==> src/rtl/mix_columns_serial_if.sv <==
// Handshake bundle for the serial MixColumns unit: input state valid/ready
// and result valid/ready.
interface mix_columns_serial_if;
    logic         in_valid;
    logic         in_ready;
    logic [127:0] state_in;
    logic         out_valid;
    logic         out_ready;
    logic [127:0] state_out;

    modport master (
        output in_valid, state_in, out_ready,
        input  in_ready, out_valid, state_out
    );

    modport slave (
        input  in_valid, state_in, out_ready,
        output in_ready, out_valid, state_out
    );
endinterface

==> src/rtl/mix_columns_serial.sv <==
// Forward AES MixColumns, one 32-bit column per clock over four cycles.
// The result is held in a register until downstream accepts it.
module mix_columns_serial (
    input  logic                  clk,
    input  logic                  rst_n,
    mix_columns_serial_if.slave   bus
);

    typedef enum logic [1:0] {IDLE, CALC, DONE} state_e;

    state_e       state_q, state_d;
    logic [1:0]   cnt_q, cnt_d;
    logic [127:0] in_q, in_d;
    logic [127:0] out_q, out_d;
    logic         out_valid_q, out_valid_d;
    logic [31:0]  col_in, col_out;
    logic         in_ready;

    function automatic logic [7:0] xtime(input logic [7:0] b);
        return {b[6:0], 1'b0} ^ (b[7] ? 8'h1b : 8'h00);
    endfunction

    function automatic logic [31:0] mix_col(input logic [31:0] c);
        logic [7:0] a0, a1, a2, a3;
        logic [7:0] r0, r1, r2, r3;
        a0 = c[31:24];
        a1 = c[23:16];
        a2 = c[15:8];
        a3 = c[7:0];
        r0 = xtime(a0) ^ (xtime(a1) ^ a1) ^ a2 ^ a3;
        r1 = a0 ^ xtime(a1) ^ (xtime(a2) ^ a2) ^ a3;
        r2 = a0 ^ a1 ^ xtime(a2) ^ (xtime(a3) ^ a3);
        r3 = (xtime(a0) ^ a0) ^ a1 ^ a2 ^ xtime(a3);
        return {r0, r1, r2, r3};
    endfunction

    assign in_ready      = (state_q == IDLE) || ((state_q == DONE) && bus.out_ready);
    assign bus.in_ready  = in_ready;
    assign bus.out_valid = out_valid_q;
    assign bus.state_out = out_q;

    // Column order is MSB first: cnt 0 works on bits [127:96].
    always_comb begin
        col_in = in_q[127:96];
        case (cnt_q)
            2'd0: col_in = in_q[127:96];
            2'd1: col_in = in_q[95:64];
            2'd2: col_in = in_q[63:32];
            2'd3: col_in = in_q[31:0];
            default: col_in = in_q[127:96];
        endcase
    end

    // The only instance of the column datapath.
    assign col_out = mix_col(col_in);

    always_comb begin
        state_d     = state_q;
        cnt_d       = cnt_q;
        in_d        = in_q;
        out_d       = out_q;
        out_valid_d = out_valid_q;
        case (state_q)
            IDLE: begin
                if (bus.in_valid) begin
                    in_d    = bus.state_in;
                    cnt_d   = 2'd0;
                    state_d = CALC;
                end
            end
            CALC: begin
                case (cnt_q)
                    2'd0: out_d[127:96] = col_out;
                    2'd1: out_d[95:64]  = col_out;
                    2'd2: out_d[63:32]  = col_out;
                    2'd3: out_d[31:0]   = col_out;
                    default: out_d      = out_q;
                endcase
                cnt_d = cnt_q + 2'd1;
                if (cnt_q == 2'd3) begin
                    state_d     = DONE;
                    out_valid_d = 1'b1;
                end
            end
            DONE: begin
                // Without out_ready the held result is frozen and in_valid is ignored.
                if (bus.out_ready) begin
                    out_valid_d = 1'b0;
                    if (bus.in_valid) begin
                        in_d    = bus.state_in;
                        cnt_d   = 2'd0;
                        state_d = CALC;
                    end else begin
                        state_d = IDLE;
                    end
                end
            end
            default: begin
                state_d     = IDLE;
                out_valid_d = 1'b0;
            end
        endcase
    end

    always_ff @(posedge clk or negedge rst_n) begin
        if (!rst_n) begin
            state_q     <= IDLE;
            cnt_q       <= 2'd0;
            in_q        <= '0;
            out_q       <= '0;
            out_valid_q <= 1'b0;
        end else begin
            state_q     <= state_d;
            cnt_q       <= cnt_d;
            in_q        <= in_d;
            out_q       <= out_d;
            out_valid_q <= out_valid_d;
        end
    end

endmodule

==> src/flat_wrapper.sv <==
// flat-port wrapper written by rule: the top's interface ports become plain ports
module mix_columns_serial_flat 
  (clk, rst_n, bus_in_valid, bus_state_in, bus_out_ready, bus_in_ready, bus_out_valid, bus_state_out);
  mix_columns_serial_if bus_i ();
  input  logic clk;
  input  logic rst_n;
  input wire logic [$bits(bus_i.in_valid)-1:0] bus_in_valid;
  input wire logic [$bits(bus_i.state_in)-1:0] bus_state_in;
  input wire logic [$bits(bus_i.out_ready)-1:0] bus_out_ready;
  output wire logic [$bits(bus_i.in_ready)-1:0] bus_in_ready;
  output wire logic [$bits(bus_i.out_valid)-1:0] bus_out_valid;
  output wire logic [$bits(bus_i.state_out)-1:0] bus_state_out;
  assign bus_i.in_valid = bus_in_valid;
  assign bus_i.state_in = bus_state_in;
  assign bus_i.out_ready = bus_out_ready;
  assign bus_in_ready = bus_i.in_ready;
  assign bus_out_valid = bus_i.out_valid;
  assign bus_state_out = bus_i.state_out;
  mix_columns_serial u_core (.clk(clk), .rst_n(rst_n), .bus(bus_i));
endmodule
==> config.mk <==
export PLATFORM = sky130hd
export DESIGN_NAME = mix_columns_serial_flat
export DESIGN_NICKNAME = d
export VERILOG_FILES = /design/src/rtl/mix_columns_serial_if.sv /design/src/rtl/mix_columns_serial.sv /design/src/flat_wrapper.sv
export SDC_FILE = /design/constraint.sdc
export NUM_CORES = 1
export LEC_CHECK = 0
export ABC_AREA = 1
export CAP_MARGIN = 40
export CORE_MARGIN = 1.5
export CORE_UTILIZATION = 56
export CTS_CLUSTER_DIAMETER = 100
export DETAILED_ROUTE_END_ITERATION = 16
export PLACE_DENSITY = 0.88
export SLEW_MARGIN = 25
export SYNTH_ARGS = -nofsm -noshare
export SYNTH_HDL_FRONTEND = slang
export SYNTH_SLANG_ARGS = --single-unit
==> constraint.sdc <==
create_clock -name clk -period 4.71 [get_ports clk]
set_input_delay 0.942 -clock clk [delete_from_list [all_inputs] [get_ports clk]]
set_output_delay 0.942 -clock clk [all_outputs]
set_load 0.05 [all_outputs]
---- After elaboration in Yosys (flattened, before gate mapping) ----
Cells that the tools add are included.
cells by class
  add/subtract/negate cells ............... 1
  equal/unequal tests ..................... 8
  mux-type cells .......................... 19
  bitwise logic cells ..................... 21
  reduce and logical (&&, ||, !) cells .... 14
operator list
  operator                                                                 count
  128-bit two-way mux                                                      2
  128-bit case mux with 2 select lines                                     1
  8-bit bitwise XOR                                                        20
  32-bit case mux with 4 select lines                                      1
  5-bit two-way mux                                                        4
  2-bit case mux with 3 select lines                                       2
  2-bit AND reduction                                                      6
  2-bit two-way mux                                                        5
  2-bit == test, second input constant                                     3
  3-bit AND reduction                                                      2
  2-bit by 1-bit == test with 1-bit output, second input constant          2
  2-bit zero test                                                          2
  2-bit inequality test, second input constant                             2
  1-bit two-way mux                                                        3
  1-bit case mux with 3 select lines                                       1
  3-bit nonzero test                                                       1
  2-bit by 1-bit adder with 2-bit output, second input constant            1
  2-bit by 1-bit inequality test with 1-bit output, second input constant  1
  2-bit nonzero test                                                       1
  1-bit logical AND                                                        1
  1-bit logical OR                                                         1
  1-bit NOT                                                                1
storage, ports and cells
  flip-flop bits (word level) ............. 261
  input port bits ......................... 132
  output and inout port bits .............. 130
  logic and storage cells ................. 71

---- Depth between registers and ports, before layout ----
Gate-level depths: netlist (run 1).
  depth in word-level cells ............... 8
  gate-level depth with buffers ........... 18

---- Worst setup path before layout (run 1) ----
Ideal clock, no wire load.
  path kind ............................... input-to-reg
  start ................................... in bus_out_ready
  end ..................................... reg u_core.in_q[100]
  setup time .............................. 0.125 ns
  arrival time ............................ 2.657 ns
  data required time ...................... 4.585 ns
  path slack .............................. 1.928 ns
  stages on the path ...................... 6
  path buffers ............................ 2
  cells stage by stage .................... inv_1 -> a21oi_1 -> nand2_1 -> clkbuf_1 -> buf_2 -> mux2_2
on the way
  cells in the longest elaborated chain, start to end .. 2
RTL lines
  item                                    line                       text
  start: declaration                      flat_wrapper.sv:9          input wire logic [$bits(bus_i.out_ready)-1:0] bus_out_ready;
  2-bit inequality test (no source line)  n/a
  2-bit AND reduction (no source line)    n/a
  end signal: assignment                  mix_columns_serial.sv:115  in_q <= in_d;
  end: declaration                        mix_columns_serial.sv:13   logic [127:0] in_q, in_d;
Every way passes these cells.
A chain may end at the register's enable or synchronous reset.

---- Worst setup path after layout (run 1) ----
  start ................................... in bus_out_ready
  end ..................................... out bus_in_ready
on the way
  cells in the longest elaborated chain, start to end .. 2
RTL lines
  item               line                      text
  1-bit logical AND  mix_columns_serial.sv:37  assign in_ready = (state_q == IDLE) || ((state_q == DONE) && bus.out_ready);
  1-bit logical OR   mix_columns_serial.sv:37
  end: declaration   flat_wrapper.sv:10        output wire logic [$bits(bus_i.in_ready)-1:0] bus_in_ready;
Every way passes these cells.

==> results of run 1 <==
## stage by stage
step / instance area, µm² / hold slack (ps) / setup WS, ps
after floorplan: 13200 / 479 / 1930
after global placement: 16000 / 463 / 998
after detailed placement: 16000 / 465 / 967
after CTS: 16900 / 482 / 964
after global routing: 16900 / 507 / 895
final: 16900 / 477 / 921
## registers in the layout, indices dropped and copies added (netlist names)
signal,count
u_core.bus.state_out,128
u_core.in_q,128
u_core.bus.out_valid,1
u_core.cnt_q,2
u_core.state_q,2
## synth_stat cells, types with 6 or more instances
cell type and count:
o21bai_2 10, buf_2 18, nor2_1 72, nor2_4 6, inv_1 37, buf_4 9
clkbuf_1 17, nand2_2 15, nor2_2 17, nand3_1 136, nand2_1 789, dfrtp_1 261
o21bai_1 8, inv_2 6, mux2_2 128, buf_6 9
## cell type report
type | count | area, µm² | area share (%)
sequential | 261 | 6530 | 38.7
multi-input combinational | 1216 | 6130 | 36.3
timing repair buffer | 274 | 2750 | 16.3
clock buffer | 36 | 749 | 4.44
tap | 313 | 392 | 2.32
inverter | 45 | 173 | 1.02
clock inverter | 12 | 169 | 1.00
## logic make-up (layout without fill, tap and decap cells)
family	count (synthesis)	in the layout
and+or+nand+nor	1042	1042
xor gates and xnor gates	6	6
muxes	128	128
AOI/OAI and AO/OA	35	35
buffers and inverters	101	367
adders and majority gates	5	5
DFF	261	261
## per-layer routing
metal | up-vias | global-route usage, % | part of all wire (%)
met4 | 0 | 13.3 | 4.0
met3 | 108 | 5.12 | 7.8
met5 | - | 0 | 0
met1 | 5779 | 43.2 | 41
li1 | 5500 | - | -
met2 | 605 | 54.2 | 48
## worst max path at each step
stage / depth (start not counted) / end / slack, ps
floorplan: 6 / u_core.in_q[100] / 1930
global placement: 4 / bus_in_ready / 1000
detailed placement: 4 / bus_in_ready / 970
CTS: 4 / bus_in_ready / 960
global route: 4 / bus_in_ready / 890
finish: 4 / bus_in_ready / 920
==> impl_metrics.json, run 1 <==
{
  "syn_nets": 1715,
  "r2r_start": "u_core.cnt_q[0]",
  "path_clk_slew_ps": 60,
  "drive_above_1_share_pct": 13.9,
  "hold_viol": 0,
  "gp_congestion": 0.973,
  "worstMarginPinSlew_ps": 896,
  "synth_xor_area_share_pct": 0.399,
  "rrSetupSlack_ps": 1840,
  "critPathRequiredTime_ps": 3770,
  "synthDistinctLibCells": 29,
  "hpwl_mm": 28.1,
  "synthSimpleGateAreaFrac_pct": 32.3,
  "post-cts-setup-buffers": 0,
  "syn_inst": 1578,
  "end_kind": "output port",
  "final_antenna_net_count": 0,
  "finalMaxSlewViolations": 0,
  "rsz0062_at_grt": "no",
  "yosysTopAreaCell": "dfrtp_1",
  "path_cells": "clkdlybuf4s50_1 > inv_1 > a21oi_1 > clkdlybuf4s50_1",
  "start_util_pct": 57.6,
  "vias_per_cell": 5.56,
  "antenna_cells": 0,
  "crit_top_cell": "clkdlybuf4s50_1",
  "fmax_mhz": 264,
  "async_flop_share_pct": 100,
  "drt_iter0_markers": 896,
  "clockBufferDepth": 3,
  "synth_enable_flop_cells": 0,
  "antenna_found_initial": 0,
  "cts_root_buf": "clkbuf_16",
  "r2r_cells": 11,
  "final_core_utilization_pct": 73.9,
  "cp_slowest_cell": "clkdlybuf4s50_1",
  "cts_tree": "yes",
  "synth_area_um2": 13200,
  "layout_commonest_cell": "nand2_1",
  "track_usage_pct": 32.7,
  "fin_crit_ps": 3790,
  "io_pins": 262,
  "cpPeakStageDelay_ps": 930,
  "synth_compound_area_share_pct": 2.39,
  "remaining_drc_errors": 0,
  "cts_resized": 0,
  "hold_path_class": "input port to asynchronous set/reset pin",
  "nNetsFinal": 1961,
  "ys_warn_count": 0,
  "setup_violations": 0,
  "cap_violations": 0,
  "ys.flop_type": "dfrtp_1",
  "fp.dieArea_um2": 24400,
  "ys_top_cells_by_area": "dfrtp_1, nand2_1, mux2_2",
  "slew_headroom_pct": 40.3,
  "cp_max_fo": 2,
  "synth_top_family_by_area": "simple AND/OR/NAND/NOR gates",
  "die_y_um": 156,
  "num_vias": 12000,
  "synthAdderAreaFrac_pct": 0.476,
  "status": "finished, final reports clean",
  "path_delay_family": "buffers and inverters",
  "critPathArrivalTime_ps": 2850,
  "holdBufCountCts": 0,
  "die_x_um": 156,
  "fin_worst_skew_ps": 11.6,
  "critPathKind": "input port to output port",
  "numPortBuffers": 261,
  "synth_top_area_share_pct": 49.6,
  "startpoint": "bus_out_ready",
  "core_um2": 22800,
  "numCtsBuffers": 26,
  "start_kind": "input port",
  "firstDrtPassIters": 5,
  "synthMuxAreaShare_pct": 11.0,
  "cp_num_buf_inv": 3,
  "fin_crit_sh_pct": 80.4,
  "synth_seq_cells": 261,
  "areaGrowthSynthToFinish_pct": 28.4,
  "dp_cells": 2109,
  "h-tree-depth": 1,
  "grt_start_max_net_pins": 115,
  "wl_per_cell_um": 18.2,
  "n_fill_cell": 1612,
  "wirelength_mm": 39.3,
  "grt_overflow_total": 0,
  "grt_pass1_vias": 11800,
  "cts_sinks": 261,
  "final.setup.tns_ps": 0,
  "synth-seq-area-share_pct": 49.6,
  "worst_r2r_endpoint": "u_core.bus.state_out[82]",
  "syn_avg_cell_area_um2": 8.34,
  "grt_pass1_wl_mm": 62.5,
  "fin_cells": 2157,
  "rows": 55,
  "clk_latency_ps": 540,
  "layout_common_cells": "nand2_1, dfrtp_1, clkdlybuf4s50_1"
}
Power of run 1 is not shown: default switching activity piles up to over one toggle a cycle in this logic, so the estimate is an artifact.
==> run 2: changes to the inputs <==
CORE_UTILIZATION = 47   (was 56)
PLACE_DENSITY = 0.79   (was 0.88)
clock period = 3.2 ns   (was 4.71 ns; I/O delays follow)
==> run 2 against run 1 <==
Die area is 19% higher; via count is 1.6% lower; count of clock-buffer cells in the layout is 4 lower; cell area is 1.2% higher; sequential cell count stayed put; register-to-register slack worse by 1400 ps; clock skew is 1.2 ps higher; worst setup slack worse by 430 ps; critical endpoint is now u_core.bus.state_out[76]; highest routed layer unchanged.
==> impl_metrics.json, run 2 (synthesized netlist as in run 1, its figures left out) <==
{
  "layout_commonest_cell": "nand2_1",
  "cts_resized": 0,
  "timing.hold.ws_ps": 98.4,
  "cp-endpoint": "u_core.bus.state_out[76]",
  "fin_crit_ps": 2710,
  "grt_overflow_total": 0,
  "path_clk_slew_ps": 60,
  "grt_pass1_wl_mm": 61.0,
  "rrSetupSlack_ps": 490,
  "antenna_cells": 0,
  "drt_iter0_markers": 1206,
  "ff_latch_area_um2": 6530,
  "end_kind": "flop",
  "io_pins": 262,
  "fin_cells": 2233,
  "final.setup.tns_ps": 0,
  "slew_headroom_pct": 55.8,
  "core_um2": 27600,
  "fin_worst_skew_ps": 12.8,
  "clockBufferDepth": 3,
  "r2r_cells": 14,
  "hold_path_class": "input port to asynchronous set/reset pin",
  "critPathKind": "flop to flop",
  "critPathRequiredTime_ps": 3660,
  "holdBufCountCts": 0,
  "wl_per_cell_um": 17.3,
  "rsz0062_at_grt": "no",
  "cp_max_fo": 38,
  "areaGrowthSynthToFinish_pct": 29.9,
  "dpl_worst_slack_ps": 571,
  "multi_input_area_um2": 6130,
  "worstMarginPinSlew_ps": 663,
  "grt_pass1_vias": 11300,
  "fin_ws_ps": 487,
  "h-tree-depth": 1,
  "vias_per_cell": 5.29,
  "antenna_found_initial": 1,
  "r2r_start": "u_core.cnt_q[0]",
  "nNetsFinal": 1974,
  "track_usage_pct": 27.2,
  "hold_viol": 0,
  "start_util_pct": 47.6,
  "dp_cells": 2186,
  "fmax_mhz": 369,
  "cts_root_buf": "clkbuf_16",
  "cap_violations": 0,
  "worst_r2r_endpoint": "u_core.bus.state_out[76]",
  "gp_congestion": 0.960,
  "n_fill_cell": 2347,
  "status": "finished, final reports clean",
  "clk_latency_ps": 530,
  "numCtsBuffers": 27,
  "cts_tree": "yes",
  "drive_above_1_share_pct": 14.4,
  "startpoint": "u_core.cnt_q[0]",
  "start_kind": "flop",
  "finalMaxSlewViolations": 0,
  "post-cts-setup-buffers": 0,
  "die_x_um": 170,
  "wirelength_mm": 38.6,
  "final_antenna_net_count": 0,
  "num_vias": 11800,
  "hpwl_mm": 28.7,
  "layout_common_cells": "nand2_1, dfrtp_1, clkdlybuf4s50_1",
  "fp.dieArea_um2": 29000,
  "die_y_um": 170,
  "fin_crit_sh_pct": 84.8,
  "setup_violations": 0,
  "rows": 61,
  "cts_sinks": 261,
  "critPathArrivalTime_ps": 3180,
  "numPortBuffers": 261,
  "remaining_drc_errors": 0,
  "grt_start_max_net_pins": 81,
  "firstDrtPassIters": 5
}
-- run 2: cell types whose count changed in the layout (fill, tap and decap cells not counted), sizes merged --
cell / previous run / this run
buf: 14 / 27
clkbuf: 36 / 32
clkinv: 6 / 10
clkdlybuf4s50: 260 / 259
inv: 45 / 44
-- run 2: layout make-up --
type                       count  area share, %
clock buffer                  32           4.18
clock inverter                15           1.08
inverter                      45           1.00
multi-input combinational   1216           35.8
sequential                   261           38.2
tap                          378           2.77
timing repair buffer         286           16.9
-- run 2: worst min-delay path by stage --
stage                           endpoint  depth (start not counted)                     start  slack [ps]
2_1_floorplan       u_core.bus.out_valid                          0                     rst_n         340
3_3_place_gp    u_core.bus.state_out[95]                          2  u_core.bus.state_out[95]         460
3_5_place_dp    u_core.bus.state_out[96]                          2  u_core.bus.state_out[96]         460
4_1_cts        u_core.bus.state_out[119]                          1                     rst_n         130
5_1_grt         u_core.bus.state_out[55]                          1                     rst_n         150
6_report        u_core.bus.state_out[55]                          1                     rst_n         100
-- run 2: worst max-delay path: stages (launching register included) --
cell     delay (ps)
dfrtp_1         370
inv_1           110
ha_1            280
inv_4           340
buf_4           280
nand2_1         100
o21ai_2         290
nand2_1         130
nand2_1         120
nand2_1          60
nand2_1          70
nand2_1          50
nand2_1         250
nand2_1         110
nand2_1          70
-- run 2: routing by layer --
metal	vias to the layer above	track usage, %	wire, µm
met3	62	4.12	3140
li1	5523	-	-
met5	-	0	0
met2	527	44.5	17700
met4	0	6.31	851
met1	5692	38.0	17000
-- run 2: stage by stage --
step | area, µm² | util (%)
global route | 17100 | 61.9
global placement | 16200 | 58.6
detailed placement | 16200 | 58.6
CTS | 17100 | 61.9
floorplan | 13200 | -
finish | 17100 | 61.9
Power of run 2 is left out for the same reason.
==> run 3: changes to the inputs <==
clock period = 2.2 ns   (was 3.2 ns; I/O delays follow)
==> run 3 against run 2 <==
The run now ends with negative setup slack left; sequential share of layout area decreased by 4.1 points; register-to-register slack got worse by 590 ps; clock skew grew 2.9 ps; routed wire length rose by 9.4%.
==> impl_metrics.json, run 3 (synthesized netlist as in run 1, its figures left out) <==
{
  "status": "finished with violations",
  "violations": "negative setup slack",
  "hold_viol": 0,
  "setup_violations": 60,
  "gp_congestion": 0.947,
  "dpl_worst_slack_ps": -104,
  "io_pins": 262,
  "grt_overflow_total": 0,
  "drt_iter0_markers": 1033,
  "vias_per_cell": 5.28,
  "end_kind": "flop",
  "cap_violations": 0,
  "cp-endpoint": "u_core.bus.state_out[13]",
  "worst_r2r_endpoint": "u_core.bus.state_out[13]",
  "n_fill_cell": 2129,
  "numCtsBuffers": 28,
  "areaGrowthSynthToFinish_pct": 45.3,
  "wirelength_mm": 42.2,
  "path_clk_slew_ps": 60,
  "rrSetupSlack_ps": -110,
  "fp.dieArea_um2": 29000,
  "fmax_mhz": 434,
  "stdcell_area_um2": 19100,
  "clockBufferDepth": 3,
  "layout_common_cells": "nand2_1, dfrtp_1, clkdlybuf4s50_1",
  "die_x_um": 170,
  "hpwl_mm": 30.2,
  "numPortBuffers": 261,
  "cts_root_buf": "clkbuf_16",
  "dpl_cell_area_um2": 17100,
  "antenna_found_initial": 0,
  "num_vias": 12500,
  "core_um2": 27600,
  "wl_per_cell_um": 17.9,
  "timing.hold.ws_ps": 476,
  "r2r_start": "u_core.cnt_q[0]",
  "grt_pass1_wl_mm": 65.1,
  "rows": 61,
  "antenna_cells": 0,
  "h-tree-depth": 1,
  "finalMaxSlewViolations": 0,
  "final.setup.tns_ps": -2590,
  "critPathRequiredTime_ps": 2630,
  "slew_headroom_pct": 61.9,
  "cts_tree": "yes",
  "cts_sinks": 261,
  "remaining_drc_errors": 0,
  "worstMarginPinSlew_ps": 570,
  "critPathKind": "flop to flop",
  "grt_start_max_net_pins": 84,
  "startpoint": "u_core.cnt_q[0]",
  "fin_worst_skew_ps": 15.7,
  "fin_crit_ps": 2310,
  "rsz0062_at_grt": "yes",
  "hold_path_class": "input port to asynchronous set/reset pin",
  "start_kind": "flop",
  "grt_pass1_vias": 12200,
  "start_util_pct": 47.6,
  "cp_max_fo": 6,
  "track_usage_pct": 28.8,
  "firstDrtPassIters": 9,
  "clk_latency_ps": 540,
  "fin_ws_ps": -106,
  "fin_crit_sh_pct": 105,
  "die_y_um": 170,
  "r2r_cells": 15,
  "drive_above_1_share_pct": 27.5,
  "critPathArrivalTime_ps": 2740,
  "layout_commonest_cell": "nand2_1",
  "nNetsFinal": 2095,
  "final_antenna_net_count": 0
}
[run 3: cell types whose count changed in the layout (fill, tap and decap cells not counted), sizes merged]
cell / previous run / this run
dlygate4sd2: 0 / 5
clkinv: 10 / 6
clkbuf: 32 / 44
buf: 27 / 144
dlymetal6s2s: 0 / 34
dlygate4sd3: 0 / 1
clkinvlp: 2 / 1
clkdlybuf4s50: 259 / 220
[run 3: routing by layer]
layer	vias up	global-route usage, %	wire length [µm]
li1	5781	-	-
met1	6002	39.8	17900
met2	588	47.5	20000
met3	82	4.30	3270
met4	0	7.20	1030
met5	-	0	0
[run 3: worst max-delay path: stages (launching register included)]
cell and delay (ps):
dfrtp_1 420, inv_2 140, ha_4 190, clkinvlp_4 210
buf_6 180, nand2_1 50, nor2_1 50, nor2_2 120
buf_6 140, inv_2 40, nand2_2 90, nand2_2 100
nand2_2 130, nand3_4 140, nand3_1 120, nand2_1 60
[run 3: how the worst min path moves through the flow]
stage	slack (ps)	start	end
detailed placement	450	rst_n	u_core.bus.state_out[117]
global placement	450	rst_n	u_core.bus.state_out[117]
CTS	480	u_core.bus.state_out[118]	u_core.bus.state_out[118]
global route	500	u_core.bus.state_out[22]	u_core.bus.state_out[22]
finish	480	rst_n	u_core.bus.state_out[23]
floorplan	140	rst_n	u_core.bus.out_valid
[run 3: metrics by stage]
step	utilization [%]	cells
3_3_place_gp	61.8	2287
2_1_floorplan	-	1578
4_1_cts	66.7	2351
5_1_grt	69.2	2358
3_5_place_dp	61.8	2287
6_report	69.2	2358
[run 3: final cells by class]
cell class	instances	area [µm²]	area share, %
multi-input cells	1216	6890	36.0
flip-flops and latches	261	6530	34.2
repair buffers	405	4070	21.3
clock buffers	43	818	4.28
well taps	378	473	2.47
inverters	45	179	0.936
clock inverters	9	149	0.779
repair inverters	1	7.51	0.0393
[run 3: what timing repair did]
item                       in CTS  in global routing
setup endpoints to repair     122                162
gates cloned                    2                  1
pin swaps                      18                 37
hold endpoints to repair       57                  0
gates resized for setup        87                174
hold buffers                    1                  0
buffers inserted                9                  8
Power of run 3 is left out for the same reason.
